File: src/rtl/parking_io_pkg.sv
// Shared types and constants for the parking controller's board-side I/O blocks.
package parking_io_pkg;

  typedef enum logic [1:0] {
    IDLE,
    HOLD,
    GAP
  } act_state_t;

  localparam int unsigned DROP_COUNT_W = 8;

  // Width able to hold max(a,b)-1, never narrower than one bit.
  function automatic int unsigned timer_width(input int unsigned a, input int unsigned b);
    int unsigned m;
    m = (a > b) ? a : b;
    return (m <= 1) ? 1 : $clog2(m);
  endfunction

endpackage

File: src/rtl/actuator_pulse_driver_if.sv
// Event/actuator signal bundle for actuator_pulse_driver.
// ACT_DROP_COUNT_EN adds the 8-bit drop_count signal.
interface actuator_pulse_driver_if #(
  parameter int unsigned QUEUE_DEPTH = 3
);
  import parking_io_pkg::*;

  localparam int unsigned PW = $clog2(QUEUE_DEPTH + 1);

  logic          event_pulse;
  logic          drive_out;
  logic          busy;
  logic [PW-1:0] pending;
  logic          dropped;
`ifdef ACT_DROP_COUNT_EN
  logic [DROP_COUNT_W-1:0] drop_count;

  modport master (output event_pulse, input drive_out, busy, pending, dropped, drop_count);
  modport slave  (input event_pulse, output drive_out, busy, pending, dropped, drop_count);
`else
  modport master (output event_pulse, input drive_out, busy, pending, dropped);
  modport slave  (input event_pulse, output drive_out, busy, pending, dropped);
`endif

endinterface

File: src/rtl/cycle_timer.sv
// Loadable down-counter with a zero flag; holds at zero until reloaded.
module cycle_timer #(
  parameter int unsigned WIDTH = 3
) (
  input  logic             clk,
  input  logic             reset,
  input  logic             load,
  input  logic [WIDTH-1:0] load_value,
  output logic             zero
);

  logic [WIDTH-1:0] count;

  always_ff @(posedge clk or posedge reset) begin
    if (reset) begin
      count <= '0;
    end else if (load) begin
      count <= load_value;
    end else if (count != '0) begin
      count <= count - WIDTH'(1);
    end
  end

  assign zero = (count == '0);

endmodule

File: src/rtl/actuator_pulse_driver.sv
// Turns single-cycle events into actuator pulses with guaranteed high time and low gap.
// Optional ACT_DROP_COUNT_EN adds a saturating drop_count output.
module actuator_pulse_driver
  import parking_io_pkg::*;
#(
  parameter int unsigned HOLD_CYCLES = 8,
  parameter int unsigned GAP_CYCLES  = 4,
  parameter int unsigned QUEUE_DEPTH = 3
) (
  input  logic                   clk,
  input  logic                   reset,
  actuator_pulse_driver_if.slave bus
);

  localparam int unsigned   TW         = timer_width(HOLD_CYCLES, GAP_CYCLES);
  localparam int unsigned   PW         = $clog2(QUEUE_DEPTH + 1);
  localparam logic [TW-1:0] HOLD_LOAD  = TW'(HOLD_CYCLES - 1);
  localparam logic [TW-1:0] GAP_LOAD   = TW'(GAP_CYCLES - 1);
  localparam logic [PW-1:0] QUEUE_FULL = PW'(QUEUE_DEPTH);

  act_state_t    state;
  logic          drive_q;
  logic          busy_q;
  logic          dropped_q;
  logic [PW-1:0] pending_q;
`ifdef ACT_DROP_COUNT_EN
  logic [DROP_COUNT_W-1:0] drop_count_q;
`endif

  logic          t_zero;
  logic          t_load;
  logic [TW-1:0] t_value;
  logic          start;
  logic          hold_end;
  logic          gap_exit;
  logic          queue_evt;

  // An event on the GAP-exit edge is consumed by the exit decision, never queued.
  always_comb begin
    start     = (state == IDLE) && bus.event_pulse;
    hold_end  = (state == HOLD) && t_zero;
    gap_exit  = (state == GAP) && t_zero;
    queue_evt = bus.event_pulse && ((state == HOLD) || ((state == GAP) && !t_zero));
    t_load    = start || hold_end || (gap_exit && ((pending_q != '0) || bus.event_pulse));
    t_value   = hold_end ? GAP_LOAD : HOLD_LOAD;
  end

  cycle_timer #(
    .WIDTH(TW)
  ) u_timer (
    .clk       (clk),
    .reset     (reset),
    .load      (t_load),
    .load_value(t_value),
    .zero      (t_zero)
  );

  always_ff @(posedge clk or posedge reset) begin
    if (reset) begin
      state     <= IDLE;
      drive_q   <= 1'b0;
      busy_q    <= 1'b0;
      pending_q <= '0;
      dropped_q <= 1'b0;
`ifdef ACT_DROP_COUNT_EN
      drop_count_q <= '0;
`endif
    end else begin
      dropped_q <= 1'b0;
      if (queue_evt) begin
        if (pending_q != QUEUE_FULL) begin
          pending_q <= pending_q + PW'(1);
        end else begin
          dropped_q <= 1'b1;
`ifdef ACT_DROP_COUNT_EN
          if (drop_count_q != '1) drop_count_q <= drop_count_q + DROP_COUNT_W'(1);
`endif
        end
      end
      case (state)
        IDLE: begin
          if (bus.event_pulse) begin
            state   <= HOLD;
            drive_q <= 1'b1;
            busy_q  <= 1'b1;
          end
        end
        HOLD: begin
          if (t_zero) begin
            state   <= GAP;
            drive_q <= 1'b0;
          end
        end
        GAP: begin
          if (t_zero) begin
            if ((pending_q != '0) || bus.event_pulse) begin
              state   <= HOLD;
              drive_q <= 1'b1;
              // A simultaneous event replaces the dequeued one: pending is unchanged.
              if ((pending_q != '0) && !bus.event_pulse) pending_q <= pending_q - PW'(1);
            end else begin
              state  <= IDLE;
              busy_q <= 1'b0;
            end
          end
        end
        default: state <= IDLE;
      endcase
    end
  end

  assign bus.drive_out = drive_q;
  assign bus.busy      = busy_q;
  assign bus.pending   = pending_q;
  assign bus.dropped   = dropped_q;
`ifdef ACT_DROP_COUNT_EN
  assign bus.drop_count = drop_count_q;
`endif

endmodule

File: src/flat_wrapper.sv
// flat-port wrapper written by rule: the top's interface ports become plain ports
module actuator_pulse_driver_flat import parking_io_pkg::*;
#(
  parameter int unsigned HOLD_CYCLES = 8,
  parameter int unsigned GAP_CYCLES  = 4,
  parameter int unsigned QUEUE_DEPTH = 3
)
  (clk, reset, bus_event_pulse, bus_drive_out, bus_busy, bus_pending, bus_dropped);
  actuator_pulse_driver_if #(.QUEUE_DEPTH(QUEUE_DEPTH)) bus_i ();
  input  logic clk;
  input  logic reset;
  input wire logic [$bits(bus_i.event_pulse)-1:0] bus_event_pulse;
  output wire logic [$bits(bus_i.drive_out)-1:0] bus_drive_out;
  output wire logic [$bits(bus_i.busy)-1:0] bus_busy;
  output wire logic [$bits(bus_i.pending)-1:0] bus_pending;
  output wire logic [$bits(bus_i.dropped)-1:0] bus_dropped;
  assign bus_i.event_pulse = bus_event_pulse;
  assign bus_drive_out = bus_i.drive_out;
  assign bus_busy = bus_i.busy;
  assign bus_pending = bus_i.pending;
  assign bus_dropped = bus_i.dropped;
  actuator_pulse_driver #(.HOLD_CYCLES(HOLD_CYCLES), .GAP_CYCLES(GAP_CYCLES), .QUEUE_DEPTH(QUEUE_DEPTH)) u_core (.clk(clk), .reset(reset), .bus(bus_i));
endmodule
File: config.mk
export PLATFORM = sky130hd
export DESIGN_NAME = actuator_pulse_driver_flat
export DESIGN_NICKNAME = d
export VERILOG_FILES = /design/src/rtl/parking_io_pkg.sv /design/src/rtl/actuator_pulse_driver_if.sv /design/src/rtl/cycle_timer.sv /design/src/rtl/actuator_pulse_driver.sv /design/src/flat_wrapper.sv
export SDC_FILE = /design/constraint.sdc
export NUM_CORES = 1
export LEC_CHECK = 0
export CAP_MARGIN = 30
export CORE_AREA = 2 2 39 41
export CTS_BUF_LIST = sky130_fd_sc_hd__clkbuf_8
export DETAILED_ROUTE_END_ITERATION = 8
export DIE_AREA = 0 0 41 43
export GPL_TIMING_DRIVEN = 0
export MAX_ROUTING_LAYER = met4
export PLACE_DENSITY = 0.75
export SETUP_SLACK_MARGIN = 0.2
export SLEW_MARGIN = 40
export SYNTH_ARGS = -nofsm -noshare
export SYNTH_HDL_FRONTEND = slang
export SYNTH_SLANG_ARGS = --single-unit
File: constraint.sdc
create_clock -name clk -period 2.1 [get_ports clk]
set_input_delay 0.42 -clock clk [delete_from_list [all_inputs] [get_ports clk]]
set_output_delay 0.42 -clock clk [all_outputs]
set_load 0.01 [all_outputs]
==> flow_metrics.py, run 1 <==
metrics = {
    "logic_synthesis": {
        "yosys.area.top_type": "dfrtp_1",
        "synth_cell_types": 30,
        "synth-seq-cells": 10,
        "synth.net_count": 77,
        "synth_top_cell_area_share_pct": 38.99,
        "synth_area_leaders": "dfrtp_1 39%, ha_1 12%, inv_1 4.7%",
        "synth_area_um2": 641.9,
        "yosysSeqAreaShare_pct": 38.99,
        "syn_avg_cell_area_um2": 9.439,
        "synth_warnings": 0,
        "synthCells": 68,
    },
    "route": {
        "detail-route-antenna-nets": 0,
        "wl_um": 1168,
        "wl_per_cell_um": 12.29,
        "post-route-drc-count": 0,
        "drtPass1Iterations": 7,
        "routed_via_density": 5.200,
        "via_count": 494,
        "drt-initial-drc-count": 20,
    },
    "worst_setup_path": {
        "cp_num_buf_inv": 1,
        "r2r_cells": 6,
        "reg2reg_to": "u_core.bus.pending[0]",
        "crit_fanout": 5,
        "cp-end-kind": "flip-flop",
        "crit_required_ns": 2.21,
        "startpoint": "u_core.u_timer.count[0]",
        "cp_slowest_cell": "or4_4",
        "cp_top_family": "simple AND/OR/NAND/NOR gates",
        "path_depth": 6,
        "path_class": "flip-flop to flip-flop",
        "rrSetupSlack_ns": 0.27,
        "cp-endpoint": "u_core.bus.pending[0]",
        "cpPeakStageDelay_ns": 0.51,
        "cp_cell_sequence": "inv_1 -> ha_4 -> nand2b_4 -> or4_4 -> and2_1 -> a211o_1",
        "reg2reg_from": "u_core.u_timer.count[0]",
        "cp.arrival_ns": 1.94,
        "startpoint_type": "flip-flop",
    },
    "pwr": {
        "power_frac_comb_pct": 53.7,
        "netSwitchingPower_uw": 409.5,
        "p_leak_nw": 0.3895,
        "ir_worst_vdd_mv": 0.6883,
        "p_clk_share_pct": 17.4,
        "p_seq_share_pct": 28.9,
        "internal-power_uw": 704.3,
        "power.density_mw_per_mm2": 1400,
        "netSwitchingFraction_pct": 36.77,
        "power_mw": 1.114,
    },
    "final_layout": {
        "antennaDiodeCount": 0,
        "syn_to_final_growth_pct": 23.98,
        "layout-drive-gt1-share_pct": 15.19,
        "nets": 90,
        "fill_cells": 121,
    },
    "placement": {
        "gp_congestion": 0.7541,
        "portBuffers": 6,
        "hpwlAfterDp_um": 823.1,
    },
    "timing": {
        "clock_skew_ns": 0.0006933,
        "tightest_slew_ns": 0.3932,
        "timing.setup.tns_ns": 0,
        "fin_hold_ws_ns": 0.4816,
        "rsz0062_at_grt": "no",
        "slew_viol_final": 0,
        "post-route-min-period_ns": 1.825,
        "slew_headroom_pct": 73.51,
        "setup_viol": 0,
        "finalCritPeriodShare_pct": 86.91,
        "fmax_mhz": 547.9,
        "final_hold_viol_count": 0,
    },
    "floorplan": {
        "row_count": 14,
        "die_h_um": 43,
        "boundaryPins": 8,
        "fp.dieArea_mm2": 0.001763,
        "die_w_um": 41,
        "initial_core_util_pct": 46.38,
        "core-area_mm2": 0.001384,
    },
    "clock_network": {
        "cts_sinks": 10,
        "clk_pin_slew_worst_paths_ns": 0.05,
        "htreeDepth": 1,
        "cts_tree": "yes",
        "clkLatencyLatePin_ns": 0.23,
        "hold_buffers": 0,
        "clk_path_buf_depth": 2,
        "cts_root_buf": "clkbuf_8",
        "numCtsBuffers": 3,
    },
    "global_route": {
        "grt_overflow_total": 0,
        "antenna_found_initial": 0,
        "grt_max_degree": 11,
        "grtUsageTotal_pct": 16.49,
        "grt_pass1_wl_um": 1945,
        "first_global_vias": 448,
    },
    "status": {
        "status": "completed",
    },
    "flow_run": {
        "cap_viol_max_count": 0,
    },
    "min_path": {
        "holdCritPathClass": "primary input to asynchronous set/reset pin",
    },
}
-- cells in the mapped netlist --
cell type and count:
nand2_1 5, a221oi_1 1, nand3_1 1, mux2i_1 2, inv_1 8, nor3b_1 1, nand3b_1 1, a211oi_1 1
nand2b_1 4, ha_1 6, o22a_1 1, or4_4 1, buf_2 1, xnor2_1 1, o21ai_0 4, a22oi_1 1
nor2b_1 2, o211a_1 1, o22ai_1 1, nand2b_4 1, o311a_1 1, a211o_1 1, and2_0 1, o21a_1 1
o32a_1 1, clkbuf_1 2, dfrtp_1 10, and3_1 1, a21oi_1 3, nor2_1 3
-- cell type report --
class,instances,area (um^2),share of cell area [%]
flip-flops and latches,10,250.2,31.45
repair buffers,8,75.07,9.434
well taps,16,20.02,2.516
multi-input cells,47,366.6,46.07
plain buffers,3,12.51,1.572
clock buffers,3,41.29,5.189
inverters,8,30.03,3.774
-- timing repair --
item	CTS	global route
resized for setup	1	5
buffers inserted	1	1
endpoints found under the setup margin	2	2
-- cells by family (layout without fill, tap and decap cells) --
| group | Yosys count | in the layout | synth area share [%] |
|---|---|---|---|
| and+or+nand+nor | 21 | 21 | 19.49 |
| AOI/OAI and AO/OA | 17 | 17 | 18.72 |
| buffers and inverters | 11 | 22 | 6.628 |
| DFF | 10 | 10 | 38.99 |
| adders and majority gates | 6 | 6 | 11.70 |
| muxes | 2 | 2 | 3.119 |
| xor gates and xnor gates | 1 | 1 | 1.365 |
-- power groups by stage --
stage,clock [mW],combinational [mW],sequential [mW]
floorplan,0,0.372,0.339
finish,0.194,0.598,0.322
global placement,0,0.513,0.331
global route,0.207,0.680,0.333
detailed placement,0,0.516,0.334
CTS,0.198,0.548,0.324
-- stage by stage --
step	setup WS [ns]	std cells	util, %	cell area, um^2
2_1_floorplan	0.2452	68	-	641.9
3_3_place_gp	0.1397	90	52.17	721.9
3_5_place_dp	0.1415	90	52.17	721.9
4_1_cts	0.2035	94	55.88	773.2
5_1_grt	0.2052	95	57.50	795.8
6_report	0.2748	95	57.50	795.8
-- state kept, by name, indices dropped and copies added, names as in the netlist --
register / cells
u_core.bus.dropped: 1
u_core.u_timer.count: 3
u_core.bus.pending: 2
u_core.bus.drive_out: 1
u_core.bus.busy: 1
u_core.state: 2
-- worst min path at each step --
stage                                 start                      end  slack, ns  depth (start not counted)
floorplan                             reset          u_core.bus.busy       0.26                          1
global placement    u_core.u_timer.count[1]  u_core.u_timer.count[1]       0.50                          2
detailed placement  u_core.u_timer.count[1]  u_core.u_timer.count[1]       0.50                          2
CTS                                   reset          u_core.bus.busy       0.50                          2
global route                          reset          u_core.bus.busy       0.55                          2
finish                                reset          u_core.bus.busy       0.48                          2
-- routing by layer --
metal,part of all wire (%),global-route usage [%],routed length [um]
met5,0,-,0
met4,0,8.000,0
met3,4.7,3.141,55
met2,45,20.94,530
met1,50,24.42,581
-- layout by cell type (no fill, tap or decap), drive strengths merged, types with 2 or more instances in the layout --
cell / netlist / routed
mux2i: 2 / 2
inv: 8 / 8
nor2: 3 / 3
a21oi: 3 / 3
nand2b: 5 / 5
nor2b: 2 / 2
ha: 6 / 6
buf: 1 / 3
clkdlybuf4s50: 0 / 6
clkbuf: 2 / 5
o21ai: 4 / 4
nand2: 5 / 5
dfrtp: 10 / 10
Power figures use the tool's default switching activity.
==> run 2: changes to the inputs <==
--- a/config.mk
+++ b/config.mk
@@ -6,10 +6,10 @@
 export NUM_CORES = 1
 export LEC_CHECK = 0
 export CAP_MARGIN = 30
-export CORE_AREA = 2 2 39 41
+export CORE_AREA = 10 10 47 49
 export CTS_BUF_LIST = sky130_fd_sc_hd__clkbuf_8
 export DETAILED_ROUTE_END_ITERATION = 8
-export DIE_AREA = 0 0 41 43
+export DIE_AREA = 0 0 57 59
 export GPL_TIMING_DRIVEN = 0
 export MAX_ROUTING_LAYER = met4
 export PLACE_DENSITY = 0.75
==> flow_metrics.py, run 2 (synthesized netlist as in run 1, its figures left out) <==
metrics = {
    "status": {
        "status": "completed",
    },
    "worst_setup_path": {
        "path_class": "flip-flop to flip-flop",
        "cpPeakStageDelay_ns": 0.44,
        "crit_fanout": 3,
        "r2r_cells": 6,
        "rrSetupSlack_ns": 0.27,
        "startpoint": "u_core.bus.pending[0]",
        "reg2reg_from": "u_core.bus.pending[0]",
        "cp_cell_sequence": "inv_1 -> ha_1 -> nand2b_1 -> or4_4 -> and2_0 -> a211o_1",
        "cp_slowest_cell": "or4_4",
        "reg2reg_to": "u_core.bus.pending[0]",
        "crit_required_ns": 2.22,
        "cp-end-kind": "flip-flop",
        "startpoint_type": "flip-flop",
        "cp.arrival_ns": 1.95,
    },
    "final_layout": {
        "top_register": "u_core.u_timer.count",
        "final_area_um2": 798.3,
        "final_common_cell": "dfrtp_1",
        "syn_to_final_growth_pct": 24.37,
        "nets": 90,
        "multiInputGateArea_um2": 369.1,
        "finalNonFillerCells": 95,
        "fill_cells": 134,
        "seqCellArea_um2": 250.2,
        "postLayoutCoreUtil_pct": 56.96,
        "layout_common_cells": "10 x dfrtp_1, 7 x inv_1, 6 x clkdlybuf4s50_1, 5 x nand2_1, 5 x ha_1",
        "largest_reg_flops": 3,
        "antennaDiodeCount": 0,
        "layout-drive-gt1-share_pct": 13.92,
    },
    "floorplan": {
        "initial_core_util_pct": 45.80,
        "die_w_um": 57,
        "die_h_um": 59,
        "fp.dieArea_mm2": 0.003363,
        "row_count": 14,
        "core-area_mm2": 0.001401,
        "boundaryPins": 8,
    },
    "route": {
        "drtPass1Iterations": 4,
        "wl_per_cell_um": 12.99,
        "drt-initial-drc-count": 8,
        "routed_via_density": 5.358,
        "via_count": 509,
        "post-route-drc-count": 0,
        "detail-route-antenna-nets": 0,
        "wl_um": 1234,
    },
    "timing": {
        "fin_hold_ws_ns": 0.4688,
        "tightest_slew_ns": 0.4078,
        "fmax_mhz": 546.8,
        "finalCritPeriodShare_pct": 87.08,
        "timing.setup.tns_ns": 0,
        "setup_ws_ns": 0.2713,
        "setup_viol": 0,
        "clock_skew_ns": 0.006021,
        "rsz0062_at_grt": "no",
        "slew_viol_final": 0,
        "slew_headroom_pct": 72.53,
        "final_hold_viol_count": 0,
        "post-route-min-period_ns": 1.829,
    },
    "placement": {
        "dp_slack_ns": 0.1178,
        "dp_cells": 90,
        "portBuffers": 6,
        "placed_area_um2": 721.9,
        "gp_congestion": 0.7735,
        "hpwlAfterDp_um": 929.9,
    },
    "pwr": {
        "power.density_mw_per_mm2": 1406,
        "power_mw": 1.122,
        "ir_worst_vdd_mv": 0.6148,
        "p_leak_nw": 0.3924,
    },
    "global_route": {
        "grt_overflow_total": 0,
        "antenna_found_initial": 0,
        "first_global_vias": 502,
        "grtUsageTotal_pct": 8.214,
        "grt_max_degree": 11,
        "grt_pass1_wl_um": 2159,
    },
    "clock_network": {
        "htreeDepth": 1,
        "hold_buffers": 0,
        "numCtsBuffers": 3,
        "cts_sinks": 10,
        "clkLatencyLatePin_ns": 0.23,
        "clk_pin_slew_worst_paths_ns": 0.05,
        "cts_root_buf": "clkbuf_8",
        "clk_path_buf_depth": 2,
        "cts_tree": "yes",
    },
    "min_path": {
        "holdCritPathClass": "primary input to asynchronous set/reset pin",
    },
    "flow_run": {
        "cap_viol_max_count": 0,
    },
}
## run 2: cell count changes in the layout (fill, tap and decap cells not counted)
cell	before	now
and2_1	1	0
nor2b_4	0	1
and2_0	0	1
ha_2	1	0
ha_1	4	5
nor2b_2	1	0
## run 2: layout make-up
cell class,count,area share (%)
Inverter,8,3.762
Tap cell,16,2.508
Multi-Input combinational cell,47,46.24
Clock buffer,3,5.172
Timing Repair Buffer,8,9.404
Sequential cell,10,31.35
Buffer,3,1.567
## run 2: what timing repair did
| item | 4_1_cts | 5_1_grt |
|---|---|---|
| endpoints found under the setup margin | 2 | 2 |
| gates resized for setup | 2 | 3 |
| setup buffers | 2 | 0 |
## run 2: how the worst max path moves through the flow
stage | slack (ns) | cells past startpoint | endpoint
after floorplan | 0.25 | 6 | u_core.bus.pending[0]
after global placement | 0.13 | 6 | u_core.bus.pending[0]
after detailed placement | 0.12 | 6 | u_core.bus.pending[0]
after CTS | 0.21 | 6 | u_core.bus.pending[0]
after global routing | 0.22 | 6 | u_core.bus.pending[0]
final | 0.27 | 6 | u_core.bus.pending[0]
## run 2: critical path, delay by kind of cell, from the launching register on
| family | cells | cell delay [ns] |
|---|---|---|
| AO/OA/AOI/OAI | 1 | 0.28 |
| adder cells (fa/ha/maj) | 1 | 0.23 |
| buffers and inverters | 1 | 0.06 |
| AND/OR/NAND/NOR | 3 | 0.79 |
| flip-flops | 1 | 0.35 |
## run 2: routing by layer
| layer | vias to the layer above | share of wire (%) | GRT usage, % |
|---|---|---|---|
| li1 | 256 | - | - |
| met1 | 240 | 47 | 8.913 |
| met2 | 8 | 44 | 11.94 |
| met3 | 5 | 6.1 | 3.433 |
| met4 | 0 | 2.2 | 5.705 |
| met5 | - | 0 | - |
## run 2: report_power, final
part           leakage (nW)  total, mW  switching (mW)  internal, mW
clock network        0.0216      0.196          0.0706         0.125
logic                 0.255      0.604           0.296         0.308
registers             0.116      0.323          0.0488         0.274
total                 0.392       1.12           0.416         0.707
